## src/rtl/wb_pkg.sv

```systemverilog
// Shared writeback-path constants and index type.
// Requester slots and round-robin helper.
package wb_pkg;

    localparam int NREQ_MAX = 8;

    localparam int REQ_ALU = 0;
    localparam int REQ_LSU = 1;
    localparam int REQ_MDU = 2;

    typedef logic [$clog2(NREQ_MAX)-1:0] req_idx_t;

    function automatic req_idx_t rr_next(
        input req_idx_t idx,
        input int       n
    );
        if (int'(idx) + 1 >= n) begin
            return '0;
        end
        return idx + req_idx_t'(1);
    endfunction

endpackage

```

## src/rtl/rr_arbiter.sv

```systemverilog
// Combinational round-robin arbiter: first requester at or after ptr wins.
// Shared by the writeback port and the memory port.
module rr_arbiter
    import wb_pkg::*;
#(
    parameter int NREQ = 3
) (
    input  logic [NREQ-1:0] req,
    input  req_idx_t        ptr,
    output logic [NREQ-1:0] grant,
    output req_idx_t        idx,
    output logic            any
);

    always_comb begin
        grant = '0;
        idx   = '0;
        any   = 1'b0;
        // Upper half of the ring (ptr..NREQ-1) has priority over the wrap.
        for (int i = 0; i < NREQ; i++) begin
            if (!any && req[i] && (i >= int'(ptr))) begin
                any      = 1'b1;
                grant[i] = 1'b1;
                idx      = req_idx_t'(i);
            end
        end
        for (int i = 0; i < NREQ; i++) begin
            if (!any && req[i]) begin
                any      = 1'b1;
                grant[i] = 1'b1;
                idx      = req_idx_t'(i);
            end
        end
    end

endmodule

```

## src/rtl/regfile_wb_arbiter.sv

```systemverilog
// Register-file write-port arbiter with RAW busy scoreboard.
// Optional WB_BYPASS_EN adds write-port bypass hits toward decode.
module regfile_wb_arbiter
    import wb_pkg::*;
#(
    parameter int NREQ = 3,
    parameter int XLEN = 32,
    parameter int AW   = 5
) (
    input  logic                 clk,
    input  logic                 rst,
    input  logic [NREQ-1:0]      req_valid,
    output logic [NREQ-1:0]      req_ready,
    input  logic [NREQ*AW-1:0]   req_addr,
    input  logic [NREQ*XLEN-1:0] req_data,
    input  logic                 wb_stall,
    input  logic                 issue_vld,
    input  logic [AW-1:0]        issue_rd,
    input  logic [AW-1:0]        chk_rs1,
    input  logic [AW-1:0]        chk_rs2,
    output logic                 rs1_busy,
    output logic                 rs2_busy,
    output logic                 wr_en,
    output logic [AW-1:0]        wr_add,
    output logic [XLEN-1:0]      wr_data
`ifdef WB_BYPASS_EN
    ,
    output logic                 byp1_hit,
    output logic                 byp2_hit,
    output logic [XLEN-1:0]      byp_data
`endif
);

    localparam int NREG = 1 << AW;

    req_idx_t        ptr_q, ptr_d;
    logic            wr_en_q, wr_en_d;
    logic [AW-1:0]   wr_add_q, wr_add_d;
    logic [XLEN-1:0] wr_data_q, wr_data_d;
    logic [NREG-1:0] busy_q, busy_d;

    logic [NREQ-1:0] grant;
    req_idx_t        g_idx;
    logic            g_any;
    logic            xfer;
    logic [AW-1:0]   sel_addr;
    logic [XLEN-1:0] sel_data;

    rr_arbiter #(
        .NREQ (NREQ)
    ) u_rr (
        .req   (req_valid),
        .ptr   (ptr_q),
        .grant (grant),
        .idx   (g_idx),
        .any   (g_any)
    );

    // No grant is visible while stalled or held in reset.
    assign req_ready = grant & {NREQ{~wb_stall & rst}};
    assign xfer      = g_any & ~wb_stall & rst;

    always_comb begin
        sel_addr = '0;
        sel_data = '0;
        for (int i = 0; i < NREQ; i++) begin
            if (grant[i]) begin
                sel_addr = req_addr[i*AW +: AW];
                sel_data = req_data[i*XLEN +: XLEN];
            end
        end
    end

    always_comb begin
        ptr_d     = ptr_q;
        wr_en_d   = 1'b0;
        wr_add_d  = wr_add_q;
        wr_data_d = wr_data_q;
        if (xfer) begin
            ptr_d     = rr_next(g_idx, NREQ);
            wr_en_d   = (sel_addr != '0);
            wr_add_d  = sel_addr;
            wr_data_d = sel_data;
        end
    end

    // Set after clear: a newer producer of rd stays outstanding.
    always_comb begin
        busy_d = busy_q;
        if (xfer) begin
            busy_d[sel_addr] = 1'b0;
        end
        if (issue_vld) begin
            busy_d[issue_rd] = 1'b1;
        end
        busy_d[0] = 1'b0;
    end

    always_ff @(posedge clk or negedge rst) begin
        if (!rst) begin
            ptr_q     <= '0;
            wr_en_q   <= 1'b0;
            wr_add_q  <= '0;
            wr_data_q <= '0;
            busy_q    <= '0;
        end else begin
            ptr_q     <= ptr_d;
            wr_en_q   <= wr_en_d;
            wr_add_q  <= wr_add_d;
            wr_data_q <= wr_data_d;
            busy_q    <= busy_d;
        end
    end

    assign wr_en   = wr_en_q;
    assign wr_add  = wr_add_q;
    assign wr_data = wr_data_q;

`ifdef WB_BYPASS_EN
    assign byp1_hit = wr_en_q & (wr_add_q == chk_rs1) & (chk_rs1 != '0);
    assign byp2_hit = wr_en_q & (wr_add_q == chk_rs2) & (chk_rs2 != '0);
    assign byp_data = wr_data_q;
    assign rs1_busy = busy_q[chk_rs1] & ~byp1_hit;
    assign rs2_busy = busy_q[chk_rs2] & ~byp2_hit;
`else
    assign rs1_busy = busy_q[chk_rs1];
    assign rs2_busy = busy_q[chk_rs2];
`endif

endmodule

```

## config.mk

```make
export PLATFORM = sky130hd
export DESIGN_NAME = regfile_wb_arbiter
export DESIGN_NICKNAME = d
export VERILOG_FILES = /design/src/rtl/wb_pkg.sv /design/src/rtl/rr_arbiter.sv /design/src/rtl/regfile_wb_arbiter.sv
export SDC_FILE = /design/constraint.sdc
export NUM_CORES = 1
export LEC_CHECK = 0
export ABC_AREA = 1
export CAP_MARGIN = 20
export CELL_PAD_IN_SITES_DETAIL_PLACEMENT = 0
export CELL_PAD_IN_SITES_GLOBAL_PLACEMENT = 1
export CORE_MARGIN = 1.5
export CORE_UTILIZATION = 47
export CTS_CLUSTER_DIAMETER = 120
export DETAILED_ROUTE_END_ITERATION = 10
export DONT_BUFFER_PORTS = 1
export GPL_TIMING_DRIVEN = 0
export PLACE_DENSITY = 0.81
export SLEW_MARGIN = 5
export SYNTH_ARGS = -nofsm -noshare
export SYNTH_HDL_FRONTEND = slang
export SYNTH_SLANG_ARGS = --single-unit
```

## constraint.sdc

```tcl
create_clock -name clk -period 3.36 [get_ports clk]
set_input_delay 0.336 -clock clk [delete_from_list [all_inputs] [get_ports clk]]
set_output_delay 0.336 -clock clk [all_outputs]
set_load 0.01 [all_outputs]
```

* Yosys cells after proc, flatten, opt, wreduce, memory -nomap -nowiden
Index checks and enable logic that the tools add are counted.
** Cells by class
- Bitwise gates (word level) :: 8
- $lt $le $gt $ge :: 10
- Muxes and demuxes :: 37
- Reductions and logical operators :: 16
- Add/sub/neg operators :: 2
** Operators with widths (number)
- 2-to-1 mux 32 bit :: 5
- bitwise AND 32 bit :: 1
- NOT 32 bit :: 1
- OR 32 bit :: 1
- < comparator 5 x 6 -> 1 bit, second input constant :: 4
- 2-to-1 mux 1 bit :: 19
- 2-to-1 mux 5 bit :: 3
- binary-select mux 1 bit (select 5 bit) :: 2
- demux 1 bit (select 5 bit) :: 2
- >= comparator 5 x 1 -> 1 bit, second input constant :: 2
- logical AND 1 bit :: 10
- 2-to-1 mux 2 bit :: 4
- >= comparator 1 x 3 -> 1 bit, first input constant :: 2
- 2-to-1 mux 3 bit :: 2
- zero test 1 bit :: 5
- nonzero test 5 bit :: 1
- adder 3 x 1 -> 4 bit, second input constant :: 1
- >= comparator 4 x 2 -> 1 bit, second input constant :: 1
- adder 3 x 1 -> 3 bit, second input constant :: 1
- bitwise AND 1 bit :: 3
- bitwise AND 3 bit :: 1
- >= comparator 2 x 3 -> 1 bit, first input constant :: 1
- NOT 1 bit :: 1
** Word-level totals
- Word-level logic and storage cells :: 78
- Input bits :: 133
- Bits in registers :: 72

* Logic depth before layout (Yosys ltp)
Gate-level depths: netlist (run 1).
- Word-level depth :: 30
- Depth in mapped cells :: 16

* Hierarchy
From an unflattened synthesis (run 1), not the netlist that was laid out.
** Second synthesis, totals
- Cells, all modules :: 706
- Area, all modules :: 4629.4 µm²
** Modules (own cells, without submodules)
- regfile_wb_arbiter :: area each 4478.0 µm², cells each 681, seq. area each 1801.7 µm², instances 1
- rr_arbiter :: area each 151.4 µm², cells each 25, seq. area each 0.0 µm², instances 1

* Worst setup path after synthesis (run 1)
OpenSTA, ideal clock, no wires.
- Kind :: flip-flop to output port
- Start :: reg ptr_q[0]
- End :: out req_ready[2]
- Cell stages (with the launch flop) :: 13
- Data arrival time :: 1445 ps
- Slack :: 1579 ps
- Cells stage by stage :: dfrtp_1 > inv_1 > nand2_1 > nand2_1 > nand2_2 > nand3_2 > nor2_2 > nand2_2 > nand2_4 > buf_8 > buf_2 > inv_1 > nor2_1
** On the way
- Longest elaborated chain between the ends :: 21
- Elaborated cells on any way between the ends :: 24
- Classes of those cells :: 3 x order compare; 7 x mux; 1 x bitwise; 13 x reduce/logical
** Ends and longest elaborated chain
- start: declaration :: line regfile_wb_arbiter.sv:36 : req_idx_t ptr_q, ptr_d;
- start signal: assignment :: line regfile_wb_arbiter.sv:107 : ptr_q <= ptr_d;
- >= comparator 1 x 3 -> 1 bit :: line rr_arbiter.sv:21 : if (!any && req[i] && (i >= int'(ptr))) begin
- logical AND 1 bit :: line rr_arbiter.sv:21
- 2-to-1 mux 1 bit :: line rr_arbiter.sv:21
- zero test 1 bit :: line rr_arbiter.sv:21
- logical AND 1 bit (2 in a row) :: line rr_arbiter.sv:21
- 2-to-1 mux 1 bit :: line rr_arbiter.sv:21
- zero test 1 bit :: line rr_arbiter.sv:21
- logical AND 1 bit (2 in a row) :: line rr_arbiter.sv:21
- [... 3 more ...]
- 2-to-1 mux 1 bit :: line rr_arbiter.sv:28 : if (!any && req[i]) begin
- zero test 1 bit :: line rr_arbiter.sv:28
- logical AND 1 bit :: line rr_arbiter.sv:28
- 2-to-1 mux 1 bit :: line rr_arbiter.sv:28
- zero test 1 bit :: line rr_arbiter.sv:28
- logical AND 1 bit :: line rr_arbiter.sv:28
- 2-to-1 mux 1 bit * :: line rr_arbiter.sv:28
- bitwise AND 3 bit * :: line regfile_wb_arbiter.sv:60 : assign req_ready = grant & {NREQ{~wb_stall & rst}};
- end: declaration :: line regfile_wb_arbiter.sv:13 : output logic [NREQ-1:0] req_ready,
Mark *: on every way between the ends. The rest lies on a longest branch, timed or not.

* Worst setup path after layout (run 1)
Same ends and word-level chain as after synthesis.

==> impl_metrics.py, run 1 <==
metrics = {
    "worst_setup_path": {
        "start_kind": "flop",
        "path_buf_inv": 4,
        "cp_max_fo": 10,
        "critPathTopFamily": "simple AND/OR/NAND/NOR gates",
        "cp_slowest_cell": "dfrtp_1",
        "critPathCapture": "req_ready[2]",
        "end_kind": "output pin",
        "worst_ep_arrival_time_ns": 2.10,
        "slowest_delay_ns": 0.35,
        "critical_path.cell_chain": "inv_1, nand2_1, nand2_1, nand2_2, nand3_2, nor2_2, nand2_2, nand2_4, buf_8, buf_2, inv_1, nor2_1",
        "path_depth": 12,
        "r2r-start": "ptr_q[1]",
        "r2r_setup_slack_ns": 1.35,
        "cp_data_required_time_ns": 3.02,
        "critical_path.startpoint": "ptr_q[0]",
        "path_class": "flop to output pin",
        "r2r_cells": 13,
        "r2r_end": "busy_q[1]",
    },
    "detailed_routing": {
        "drt_wl_total_um": 14100,
        "wl_per_cell_um": 17.8,
        "via_count": 4357,
        "drt-initial-drc-count": 231,
        "drt_first_pass_iters": 5,
        "antenna_left": 0,
        "drc": 0,
        "routed_via_density": 5.51,
    },
    "flow_run": {
        "drv_cap": 0,
    },
    "placed_design": {
        "hpwl_um": 10800,
        "place_ws_ns": 1.29,
        "routabilityCongestion": 0.901,
        "dp_cells": 772,
        "numPortBuffers": 0,
    },
    "sta": {
        "rsz0062_at_grt": "no",
        "fin_skew_ns": 0.0124,
        "finalSetupTns_ns": 0,
        "finalCritPeriodShare": 0.724,
        "tightest_slew_ns": 0.989,
        "max_freq_mhz": 411,
        "finalCriticalPeriod_ns": 2.43,
        "hold_violations": 0,
        "slew-limit-headroom": 0.335,
        "setup_slack_ns": 0.929,
        "finalMaxSlewViolations": 0,
        "setup_viol": 0,
    },
    "synth": {
        "synth.top_cell.area_share": 0.403,
        "synthCells": 641,
        "synth_async_sr_flop_share": 1.00,
        "seq_area_frac_synth": 0.403,
        "synth-edff-count": 0,
        "synthesis.nets": 774,
        "synth.distinct_cells": 31,
        "syn_area_um2": 4470,
        "ys_ff_latch": 72,
        "ys_warn_count": 0,
        "yosys.cell_count.top_type": "nand2_1",
        "synth_common_cells": "246 x nand2_1, 72 x dfrtp_1, 65 x o21ai_0, 49 x nand3_1, 36 x a21oi_1",
        "ys.flop_type": "dfrtp_1",
        "syn_area_per_cell_um2": 6.97,
        "synth.area.top_cells": "dfrtp_1 40%, nand2_1 21%, o21ai_0 7.3%",
        "synth_top_cell_by_area": "dfrtp_1",
    },
    "clock_tree": {
        "cts-htree-levels": 3,
        "cts_buffers": 9,
        "clockBufferDepth": 2,
        "post_cts.repair.setup_buffers": 0,
        "cts_tree": "yes",
        "cts-root-buf": "clkbuf_8",
        "path_clk_slew_ns": 0.08,
        "clock-sinks": 72,
        "clk_latency_ns": 0.35,
    },
    "floorplan": {
        "dieArea_um2": 10100,
        "initial_core_util": 0.484,
        "ioPinCount": 176,
        "core_area_um2": 9240,
        "die_w_um": 101,
        "die_height_um": 101,
        "num_rows": 35,
    },
    "cells_and_area": {
        "fin_nets": 790,
        "stdcell_count": 791,
        "multi_input_comb_area_um2": 2390,
        "nFillCells": 952,
        "drive_gt1_frac": 0.112,
        "antenna_cells": 0,
        "area_growth_pct": 9.38,
        "regArea_um2": 1800,
    },
    "pwr": {
        "static-leakage-power_nw": 2.32,
        "max-vdd-ir-drop_uv": 226,
        "power_density_nw_per_um2": 623,
        "clkPwrFrac": 0.236,
        "combPwrFrac": 0.303,
        "p_sw_frac": 0.403,
        "p_switching_mw": 1.23,
        "seqPwrFrac": 0.461,
        "p_int_mw": 1.82,
        "power_mw": 3.05,
    },
    "grt": {
        "grt_pass1_vias": 4205,
        "overflow": 0,
        "antenna_found_initial": 0,
        "grt_start_max_net_pins": 73,
        "grt.total_usage": 0.288,
        "grt_first_pass_wirelength_um": 22200,
    },
    "status": {
        "outcome": "completed",
    },
    "min_path": {
        "hold_class": "primary input to flop",
    },
}
==> stage by stage <==
| step | cell area [um^2] | hold slack (ns) | utilization |
|---|---|---|---|
| floorplan | 4470 | 0.0404 | - |
| global placement | 4630 | 0.0421 | 0.501 |
| detailed placement | 4640 | 0.0426 | 0.502 |
| CTS | 4880 | 0.171 | 0.529 |
| global route | 4890 | 0.183 | 0.529 |
| finish | 4890 | 0.176 | 0.529 |
==> tightest hold or removal path, delay by kind of cell <==
family,cells,cell delay (ns)
AND/OR/NAND/NOR,3,0.16
==> cell families after synthesis <==
kind of cell           share of synthesized area
AO/OA/AOI/OAI                              0.167
AND/OR/NAND/NOR                            0.368
buffers and inverters                     0.0619
flip-flops                                 0.403
==> power groups by stage <==
stage,clock network [mW],logic [mW],registers (mW)
3_5_place_dp,0,0.905,1.42
6_report,0.718,0.925,1.41
3_3_place_gp,0,0.873,1.42
4_1_cts,0.724,0.927,1.41
5_1_grt,0.768,1.06,1.44
2_1_floorplan,0,0.720,1.32
==> layout make-up <==
cell class,instances,share of cell area
Timing Repair Buffer,5,0.0107
Sequential cell,72,0.369
Multi-Input combinational cell,506,0.489
Buffer,28,0.0297
Clock buffer,10,0.0282
Clock inverter,6,0.0138
Inverter,35,0.0269
Tap cell,129,0.0330
==> registers in the layout (all words and copies together) (netlist names) <==
signal and count:
wr_data 32, busy_q 31, wr_add 5, ptr_q 3, wr_en 1
==> worst min path at each step <==
stage	to	depth (start not counted)	slack [ns]	startpoint
2_1_floorplan	busy_q[10]	0	0.04	rst
3_3_place_gp	busy_q[29]	0	0.04	rst
3_5_place_dp	busy_q[29]	0	0.04	rst
4_1_cts	busy_q[17]	3	0.17	issue_rd[1]
5_1_grt	wr_data[15]	2	0.18	req_data[79]
6_report	busy_q[17]	3	0.18	issue_rd[1]
==> layer usage <==
layer | GRT usage | vias to the layer above | share of wire
met2 | 0.509 | 165 | 0.51
met5 | 0 | - | 0
li1 | - | 2144 | -
met1 | 0.360 | 2026 | 0.41
met4 | 0.0867 | 0 | 0.017
met3 | 0.0534 | 22 | 0.064
==> placed cells by master (no fill, tap or decap), types with 3 or more instances in the layout <==
master | Yosys | final
nand2_1 | 246 | 246
dfrtp_1 | 72 | 72
o21ai_0 | 65 | 65
nand3_1 | 49 | 49
a21oi_1 | 36 | 36
nor2_1 | 32 | 32
inv_1 | 28 | 28
clkbuf_1 | 14 | 14
nand2_2 | 13 | 13
nor3_1 | 12 | 12
buf_2 | 8 | 11
o221ai_1 | 10 | 10
clkbuf_8 | 0 | 10
o21ai_1 | 8 | 8
inv_2 | 6 | 6
nand3_2 | 6 | 6
nor2_4 | 6 | 6
nand2_4 | 4 | 4
o211ai_1 | 4 | 4
nor2_2 | 3 | 3
==> what timing repair did <==
| action | 4_1_cts | 5_1_grt |
|---|---|---|
| endpoints found under the hold margin | 72 | 0 |
| setup endpoints to repair | 0 | 0 |
| resized for setup | 0 | 0 |
| hold buffers | 2 | 0 |
No activity file was read; power rests on OpenSTA's default activity.
==> run 2: changes to the inputs <==
- CORE_UTILIZATION: 47 -> 44
- PLACE_DENSITY: 0.81 -> 0.76
- clock period: 3.36 -> 2.5 ns (I/O delays scaled with it)
==> run 2 against run 1 <==
Compared with the run above:
- non-clock buffer count fell by 2
- largest cell class unchanged
- largest power group unchanged
- power rose by 37%
- count of clock-buffer cells in the layout did not move
- clock power rose by 43%
- global-route usage fell by 2.0 points
==> impl_metrics.py, run 2 (same netlist as run 1, synthesis figures left out) <==
metrics = {
    "status": {
        "outcome": "completed",
    },
    "worst_setup_path": {
        "critical_path.cell_chain": "nor2_1, nand3_1, nand2_1, buf_6, clkbuf_1, inv_1, nor2_1",
        "slowest_delay_ns": 0.43,
        "cp_common_cell": "nor2_1",
        "end_kind": "output pin",
        "cp_max_fo": 10,
        "critPathTopFamily": "buffers and inverters",
        "cp_data_required_time_ns": 2.25,
        "cp_slowest_cell": "clkbuf_1",
        "worst_ep_arrival_time_ns": 2.10,
        "path_buf_inv": 3,
        "start_kind": "flop",
        "path_class": "flop to output pin",
    },
    "cells_and_area": {
        "fin_nets": 788,
        "final_common_cell": "nand2_1",
        "drive_gt1_frac": 0.108,
        "final_cell_mix": "246 x nand2_1, 72 x dfrtp_1, 65 x o21ai_0",
        "area_growth_pct": 9.63,
        "nFillCells": 1081,
        "largest_reg_flops": 32,
        "stdcell_count": 793,
        "antenna_cells": 0,
    },
    "clock_tree": {
        "cts-root-buf": "clkbuf_8",
        "path_clk_slew_ns": 0.09,
        "cts_buffers": 9,
        "cts_tree": "yes",
        "clk_latency_ns": 0.35,
        "cts-htree-levels": 3,
        "cts_resized": 0,
        "clock-sinks": 72,
        "clockBufferDepth": 2,
    },
    "floorplan": {
        "dieArea_um2": 10800,
        "num_rows": 36,
        "initial_core_util": 0.455,
        "die_height_um": 104,
        "die_w_um": 104,
        "ioPinCount": 176,
        "core_area_um2": 9820,
    },
    "detailed_routing": {
        "routed_via_density": 5.53,
        "antenna_left": 0,
        "via_count": 4383,
        "drt-initial-drc-count": 150,
        "drt_first_pass_iters": 5,
        "drt_wl_total_um": 13800,
        "wl_per_cell_um": 17.5,
        "drc": 0,
    },
    "placed_design": {
        "routabilityCongestion": 0.883,
        "dp_cells": 775,
        "numPortBuffers": 0,
        "hpwl_um": 10700,
    },
    "pwr": {
        "max-vdd-ir-drop_uv": 300,
        "power_density_nw_per_um2": 849,
        "static-leakage-power_nw": 2.32,
    },
    "sta": {
        "setup_viol": 0,
        "finalMaxSlewViolations": 0,
        "finalCritPeriodShare": 0.941,
        "finalSetupTns_ns": 0,
        "fin_skew_ns": 0.00790,
        "tightest_slew_ns": 1.03,
        "rsz0062_at_grt": "no",
        "max_freq_mhz": 425,
        "hold_violations": 0,
        "slew-limit-headroom": 0.310,
        "finalCriticalPeriod_ns": 2.35,
    },
    "grt": {
        "overflow": 0,
        "grt.total_usage": 0.268,
        "antenna_found_initial": 0,
        "grt_first_pass_wirelength_um": 22900,
        "grt_pass1_vias": 4446,
        "grt_start_max_net_pins": 73,
    },
    "min_path": {
        "hold_class": "primary input to flop",
    },
    "flow_run": {
        "drv_cap": 0,
    },
}
==> run 2: stage by stage <==
stage               cell area (um^2)  worst slack (ns)   util  total power, mW  hold WS, ns
floorplan                       4470             0.805      -             2.75      -0.0456
global placement                4640             0.455  0.472             3.10      -0.0435
detailed placement              4640             0.451  0.473             3.13      -0.0442
CTS                             4900            0.0994  0.499             4.19       0.0827
finish                          4900             0.149  0.499             4.16       0.0923
global route                    4900            0.0138  0.499             4.48        0.104
==> run 2: per-layer routing <==
layer / global-route usage / up-vias / share of wire
met5: 0 / - / 0
met4: 0.108 / 0 / 0.025
met3: 0.0510 / 30 / 0.072
met2: 0.449 / 188 / 0.47
met1: 0.342 / 2026 / 0.43
li1: - / 2139 / -
==> run 2: path summary, 6_finish.rpt <==
kind,startpoint,endpoint,slack (ns),depth (start not counted)
worst max-delay path,ptr_q[1],req_ready[0],0.15,7
worst min-delay path,req_data[87],wr_data[23],0.09,2
worst max register to register,ptr_q[1],busy_q[1],0.42,13
worst min register to register,busy_q[4],busy_q[4],0.48,2
max in group asynchronous,rst,wr_add[2],1.69,2
min in group asynchronous,rst,busy_q[23],0.53,2
==> run 2: final cells by class <==
cell class / instances / area [um^2] / area share
buffer: 27 / 140 / 0.0286
clock buffer: 10 / 128 / 0.0260
clock inverter: 6 / 93.8 / 0.0192
inverter: 35 / 131 / 0.0268
multi-input combinational: 506 / 2390 / 0.488
sequential: 72 / 1800 / 0.368
tap: 133 / 166 / 0.0340
timing repair buffer: 4 / 47.5 / 0.00970
==> run 2: where the power goes <==
group	internal (mW)	total [mW]	leakage, nW	switching (mW)
logic	0.439	1.23	1.32	0.786
clock network	0.567	1.03	0.107	0.466
registers	1.51	1.90	0.888	0.393
==> run 2: timing repair <==
action,CTS,global route
setup endpoints to repair,0,1
setup buffers,0,0
hold endpoints to repair,72,0
hold buffers,2,0
